[src/rtl/hazard_ctrl_p.sv]
// Central hazard unit for the 5-stage pipeline: forwarding select, load-use interlock,
// branch-redirect flush, miss-wait FSM with timeout, and saturating performance counters.
module hazard_ctrl_p #(
  parameter int unsigned REG_AW   = 5,
  parameter int unsigned CNT_W    = 16,
  parameter int unsigned MISS_MAX = 255
) (
  input  logic              Clk,
  input  logic              Rst,
  input  logic [REG_AW-1:0] i_ex_rs1,
  input  logic [REG_AW-1:0] i_ex_rs2,
  input  logic              i_ex_need_rs1,
  input  logic              i_ex_need_rs2,
  input  logic [REG_AW-1:0] i_ma_rdst,
  input  logic              i_ma_we,
  input  logic              i_ma_load,
  input  logic [REG_AW-1:0] i_wb_rdst,
  input  logic              i_wb_we,
  input  logic              i_redirect,
  input  logic              i_imiss,
  input  logic              i_dmiss,
  input  logic              i_cnt_clr,
  output logic [1:0]        o_fwd1,
  output logic [1:0]        o_fwd2,
  output logic              o_pc_stall,
  output logic              o_ifid_stall,
  output logic              o_ifid_flush,
  output logic              o_idex_stall,
  output logic              o_idex_flush,
  output logic              o_exma_stall,
  output logic              o_exma_flush,
  output logic              o_mawb_flush,
  output logic              o_miss_err,
  output logic [CNT_W-1:0]  o_stall_cnt,
  output logic [CNT_W-1:0]  o_loaduse_cnt,
  output logic [CNT_W-1:0]  o_redirect_cnt
);

  localparam logic [1:0] ST_RUN   = 2'd0;
  localparam logic [1:0] ST_DMISS = 2'd1;
  localparam logic [1:0] ST_IMISS = 2'd2;

  localparam int unsigned MW = (MISS_MAX < 2) ? 1 : $clog2(MISS_MAX + 1);

  logic          ma_hit1, ma_hit2, wb_hit1, wb_hit2;
  logic          lu, lu_act, redir_acc, im_act;
  logic          pc_stall;
  logic [1:0]    fwd1, fwd2;
  logic [1:0]    state_q, state_d;
  logic [MW-1:0] mcnt_q, mcnt_d;
  logic          err_q, err_d;
  logic [CNT_W-1:0] stall_cnt_q, stall_cnt_d;
  logic [CNT_W-1:0] lu_cnt_q, lu_cnt_d;
  logic [CNT_W-1:0] rd_cnt_q, rd_cnt_d;

  always_comb begin
    ma_hit1 = i_ex_need_rs1 && i_ma_we && (i_ma_rdst == i_ex_rs1) && (i_ex_rs1 != '0);
    ma_hit2 = i_ex_need_rs2 && i_ma_we && (i_ma_rdst == i_ex_rs2) && (i_ex_rs2 != '0);
    wb_hit1 = i_ex_need_rs1 && i_wb_we && (i_wb_rdst == i_ex_rs1) && (i_ex_rs1 != '0);
    wb_hit2 = i_ex_need_rs2 && i_wb_we && (i_wb_rdst == i_ex_rs2) && (i_ex_rs2 != '0);

    fwd1 = 2'b00;
    if (ma_hit1 && !i_ma_load) fwd1 = 2'b01;
    else if (wb_hit1)          fwd1 = 2'b10;
    fwd2 = 2'b00;
    if (ma_hit2 && !i_ma_load) fwd2 = 2'b01;
    else if (wb_hit2)          fwd2 = 2'b10;

    // Priority chain: D-miss > load-use > redirect > I-miss, all from current inputs
    lu        = (ma_hit1 || ma_hit2) && i_ma_load;
    lu_act    = !i_dmiss && lu;
    redir_acc = !i_dmiss && !lu && i_redirect;
    im_act    = !i_dmiss && !lu && !i_redirect && i_imiss;
    pc_stall  = i_dmiss || lu_act || im_act;
  end

  assign o_fwd1        = Rst ? fwd1 : 2'b00;
  assign o_fwd2        = Rst ? fwd2 : 2'b00;
  assign o_pc_stall    = Rst && pc_stall;
  assign o_ifid_stall  = Rst && (i_dmiss || lu_act);
  assign o_ifid_flush  = Rst && (redir_acc || im_act);
  assign o_idex_stall  = Rst && (i_dmiss || lu_act);
  assign o_idex_flush  = Rst && redir_acc;
  assign o_exma_stall  = Rst && i_dmiss;
  assign o_exma_flush  = Rst && lu_act;
  assign o_mawb_flush  = Rst && i_dmiss;
  assign o_miss_err    = err_q;
  assign o_stall_cnt    = stall_cnt_q;
  assign o_loaduse_cnt  = lu_cnt_q;
  assign o_redirect_cnt = rd_cnt_q;

  always_comb begin
    state_d = i_dmiss ? ST_DMISS : (i_imiss ? ST_IMISS : ST_RUN);

    // Miss counter restarts on every state change, including DMISS -> IMISS
    mcnt_d = mcnt_q;
    if (state_d != state_q)                    mcnt_d = '0;
    else if (state_q != ST_RUN && mcnt_q != '1) mcnt_d = mcnt_q + MW'(1);

    err_d = err_q || ((MISS_MAX != 0) && (mcnt_q == MW'(MISS_MAX)));

    stall_cnt_d = stall_cnt_q;
    lu_cnt_d    = lu_cnt_q;
    rd_cnt_d    = rd_cnt_q;
    if (i_cnt_clr) begin
      stall_cnt_d = '0;
      lu_cnt_d    = '0;
      rd_cnt_d    = '0;
    end else begin
      if (pc_stall  && stall_cnt_q != '1) stall_cnt_d = stall_cnt_q + CNT_W'(1);
      if (lu_act    && lu_cnt_q    != '1) lu_cnt_d    = lu_cnt_q + CNT_W'(1);
      if (redir_acc && rd_cnt_q    != '1) rd_cnt_d    = rd_cnt_q + CNT_W'(1);
    end
  end

  always_ff @(posedge Clk or negedge Rst) begin
    if (!Rst) begin
      state_q     <= ST_RUN;
      mcnt_q      <= '0;
      err_q       <= 1'b0;
      stall_cnt_q <= '0;
      lu_cnt_q    <= '0;
      rd_cnt_q    <= '0;
    end else begin
      state_q     <= state_d;
      mcnt_q      <= mcnt_d;
      err_q       <= err_d;
      stall_cnt_q <= stall_cnt_d;
      lu_cnt_q    <= lu_cnt_d;
      rd_cnt_q    <= rd_cnt_d;
    end
  end

endmodule

[config.mk]
export PLATFORM = sky130hd
export DESIGN_NAME = hazard_ctrl_p
export DESIGN_NICKNAME = d
export VERILOG_FILES = /design/src/rtl/hazard_ctrl_p.sv
export SDC_FILE = /design/constraint.sdc
export NUM_CORES = 1
export LEC_CHECK = 0
export BUFFER_PORTS_ARGS = -buffer_cell sky130_fd_sc_hd__buf_4
export CAP_MARGIN = 5
export CORE_MARGIN = 1
export CORE_UTILIZATION = 32
export CTS_CLUSTER_SIZE = 25
export DETAILED_ROUTE_END_ITERATION = 8
export HOLD_SLACK_MARGIN = 0.06
export PLACE_DENSITY = 0.52
export SYNTH_ARGS = -nofsm -noshare
export SYNTH_HDL_FRONTEND = slang
export SYNTH_SLANG_ARGS = --single-unit
[constraint.sdc]
create_clock -name Clk -period 3.35 [get_ports Clk]
set_input_delay 0.1675 -clock Clk [delete_from_list [all_inputs] [get_ports Clk]]
set_output_delay 0.1675 -clock Clk [all_outputs]
set_load 0.01 [all_outputs]
==> flow_summary.toml <==
[outcome]
status = "complete, no violations"

[timing]
max_freq_ghz = 0.406
whs_ns = 0.104
finalSetupTns_ns = 0
maxSlewViolCount = 0
finClkSkew_ns = 0.00503
finalSetupViolations = 0
max_slew.worst_pin.slew_ns = 0.963
rsz0062_at_grt = "false"
fin_crit_sh_pct = 73.5
hold_viol = 0
period_needed_ns = 2.46
slew_headroom_pct = 35.4

[synth]
synth_nets = 443
synth_cell_types = 51
synth_area_per_cell_um2 = 9.12
ys_warn_count = 0
async_reset_ff_share_pct = 100
synth_cells = 408
synth_edf_count = 0
netlist_area_um2 = 3720
seq_area_frac_synth_pct = 39.7
ys_seq_elements = 59
synth_ff_type = "dfrtp_1"

[worst_setup_path]
worst-path-max-fanout = 25
critPathSlowestCell = "nor3_2"
cp_common_cell = "buf_4"
cp_slowest_stage_delay_ns = 0.79
cp_top_family = "simple AND/OR/NAND/NOR gates"
worst_ep_arrival_time_ns = 2.29
path_cells = "buf_4, xnor2_1, nand4_1, nor3_2, o21a_4, nor2_1, and3_1, buf_4"
critPathBufInv = 2
crit_required_ns = 3.18
end_kind = "primary output"
setup.worst_path.class = "input port to primary output"
worstSetupStartpointType = "input port"

[clocking]
ctsResizeCount = 0
cts-root-buf = "clkbuf_16"
postCtsHoldBufs = 1
cts_setup_buffers = 0
cts.reportedPaths.clkPinSlew_ns = 0.05
cts_made_buffers = 9
cts_tree = "done"
htree_levels = 3
cts.sinks = 59
clock_latency_ns = 0.33
clockBufferDepth = 2

[routing]
drc = 0
drt_wl_total_um = 9840
via_per_inst = 5.28
dr.pass1.iters = 4
wl_per_cell_um = 15.4
ant_nets = 0
vias = 3380
drt_iter0_markers = 123

[global_route]
grt_max_degree = 72
grt_pass1_vias = 3193
antenna_found_initial = 0
grt-ovfl-total = 0
grt_pass1_wl_um = 16000
grt_use_total_pct = 17.0

[power]
power.leakage_nw = 2.15
power_frac_seq_pct = 36.1
p_comb_share_pct = 8.4
clock_power_share_pct = 55.4
p_int_mw = 1.58
swShare_pct = 21.8
power.density_nw_per_um2 = 414
ir_drop_mv = 0.177
p_switching_mw = 0.440
total_power_mw = 2.02

[place]
place.gp.congestion = 0.790
hpwl_um = 6930
io_buffers = 91
dpl.cell_count = 623
place_area_um2 = 4500

[job]
maxCapViolCount = 0

[floorplanning]
die_area_um2 = 12100
fp.dieH_um = 110
start_util_pct = 32.7
pin_count = 92
die-width_um = 110
core_um2 = 11400
rows = 39

[final_layout]
antennaDiodeCount = 0
layout.cells.non_filler = 640
drive_gt1_share_pct = 27.6
area_growth_pct = 30.9
fill_cells = 1157
final_area_um2 = 4870
final_nets = 527

[worst_hold_path]
hold_class = "input port to flip-flop"
[cell usage in the layout, fill, tap and decap left out, types with 3 or more instances in the layout]
cell type / n
a211oi_1: 6
a21oi_1: 27
and2_1: 3
and3_1: 16
and4_1: 4
buf_4: 93
bufinv_16: 3
clkbuf_16: 9
clkbuf_8: 3
dfrtp_1: 59
ha_1: 4
mux2_2: 20
nand2_1: 27
nand2b_1: 3
nand3_1: 18
nand4_1: 17
nor2_1: 42
nor2b_1: 26
nor3_1: 7
o211ai_1: 6
o21a_1: 3
o21ai_0: 8
o31ai_1: 10
or3_1: 6
or4_1: 12
xnor2_1: 16
xor2_1: 16
[cell usage after synthesis, drive strengths merged, types with 12 or more instances]
cell type / instances / area [um^2]
nor2: 42 / 158
a21oi: 27 / 135
xnor2: 16 / 140
clkbuf: 15 / 56.3
nand3: 18 / 90.1
nor2b: 26 / 163
xor2: 16 / 140
and3: 16 / 100
or4: 12 / 90.1
mux2: 21 / 236
nand2: 27 / 101
nand4: 17 / 106
dfrtp: 59 / 1480
[stage by stage]
step / utilization (%) / setup slack (ns)
after global routing: 42.9 / 0.654
after detailed placement: 39.6 / 0.710
after CTS: 42.9 / 0.917
final: 42.9 / 0.889
after floorplan: - / 1.20
after global placement: 39.6 / 0.827
[kinds of logic (layout without fill, tap and decap cells)]
family / after synthesis / in the layout / share of synthesized area [%]
simple gates: 189 / 189 / 27.4
compound gates: 78 / 78 / 14.4
flops: 59 / 59 / 39.7
xor+xnor: 32 / 32 / 7.53
mux: 23 / 23 / 6.89
buf+inv: 23 / 112 / 2.82
fa+ha+maj: 4 / 4 / 1.34
[sequential cells by signal, indices dropped and copies added (netlist names)]
name	cells
o_loaduse_cnt	16
o_miss_err	1
o_redirect_cnt	16
mcnt_q	8
o_stall_cnt	16
state_q	2
[area by class of cell]
type	instances	area, um^2	share of cell area (%)
Clock buffer	12	267	5.47
Clock inverter	4	95.1	1.95
Inverter	2	7.51	0.154
Multi-Input combinational cell	326	2140	43.9
Sequential cell	59	1480	30.3
Tap cell	143	179	3.67
Timing Repair Buffer	94	708	14.5
[path summary, 6_finish.rpt]
| path | start | end | slack, ns | depth (start not counted) |
|---|---|---|---|---|
| worst min-delay path | i_imiss | state_q[1] | 0.10 | 2 |
| worst max register to register | o_loaduse_cnt[7] | o_loaduse_cnt[5] | 0.93 | 6 |
| max in group asynchronous | Rst | o_redirect_cnt[0] | 2.44 | 3 |
| worst min register to register | o_miss_err | o_miss_err | 0.49 | 1 |
| worst max-delay path | i_ma_rdst[2] | o_idex_flush | 0.89 | 8 |
| min in group asynchronous | Rst | mcnt_q[2] | 0.29 | 2 |
[power groups by stage]
stage | Sequential, mW | Combinational, mW | Clock [mW]
4_1_cts | 0.729 | 0.174 | 1.14
3_3_place_gp | 0.742 | 0.170 | 0
6_report | 0.730 | 0.171 | 1.12
3_5_place_dp | 0.742 | 0.173 | 0
2_1_floorplan | 0.742 | 0.0842 | 0
5_1_grt | 0.731 | 0.190 | 1.17
[metal layers]
metal  vias to the layer above  wire (um)  GRT usage (%)
met4                         0        179           7.62
met3                        15        398           3.08
met2                        79       4660           26.5
met1                      1631       4600           22.9
li1                       1655          -              -
met5                         -          0              0
(Power assumes the default switching activity.)
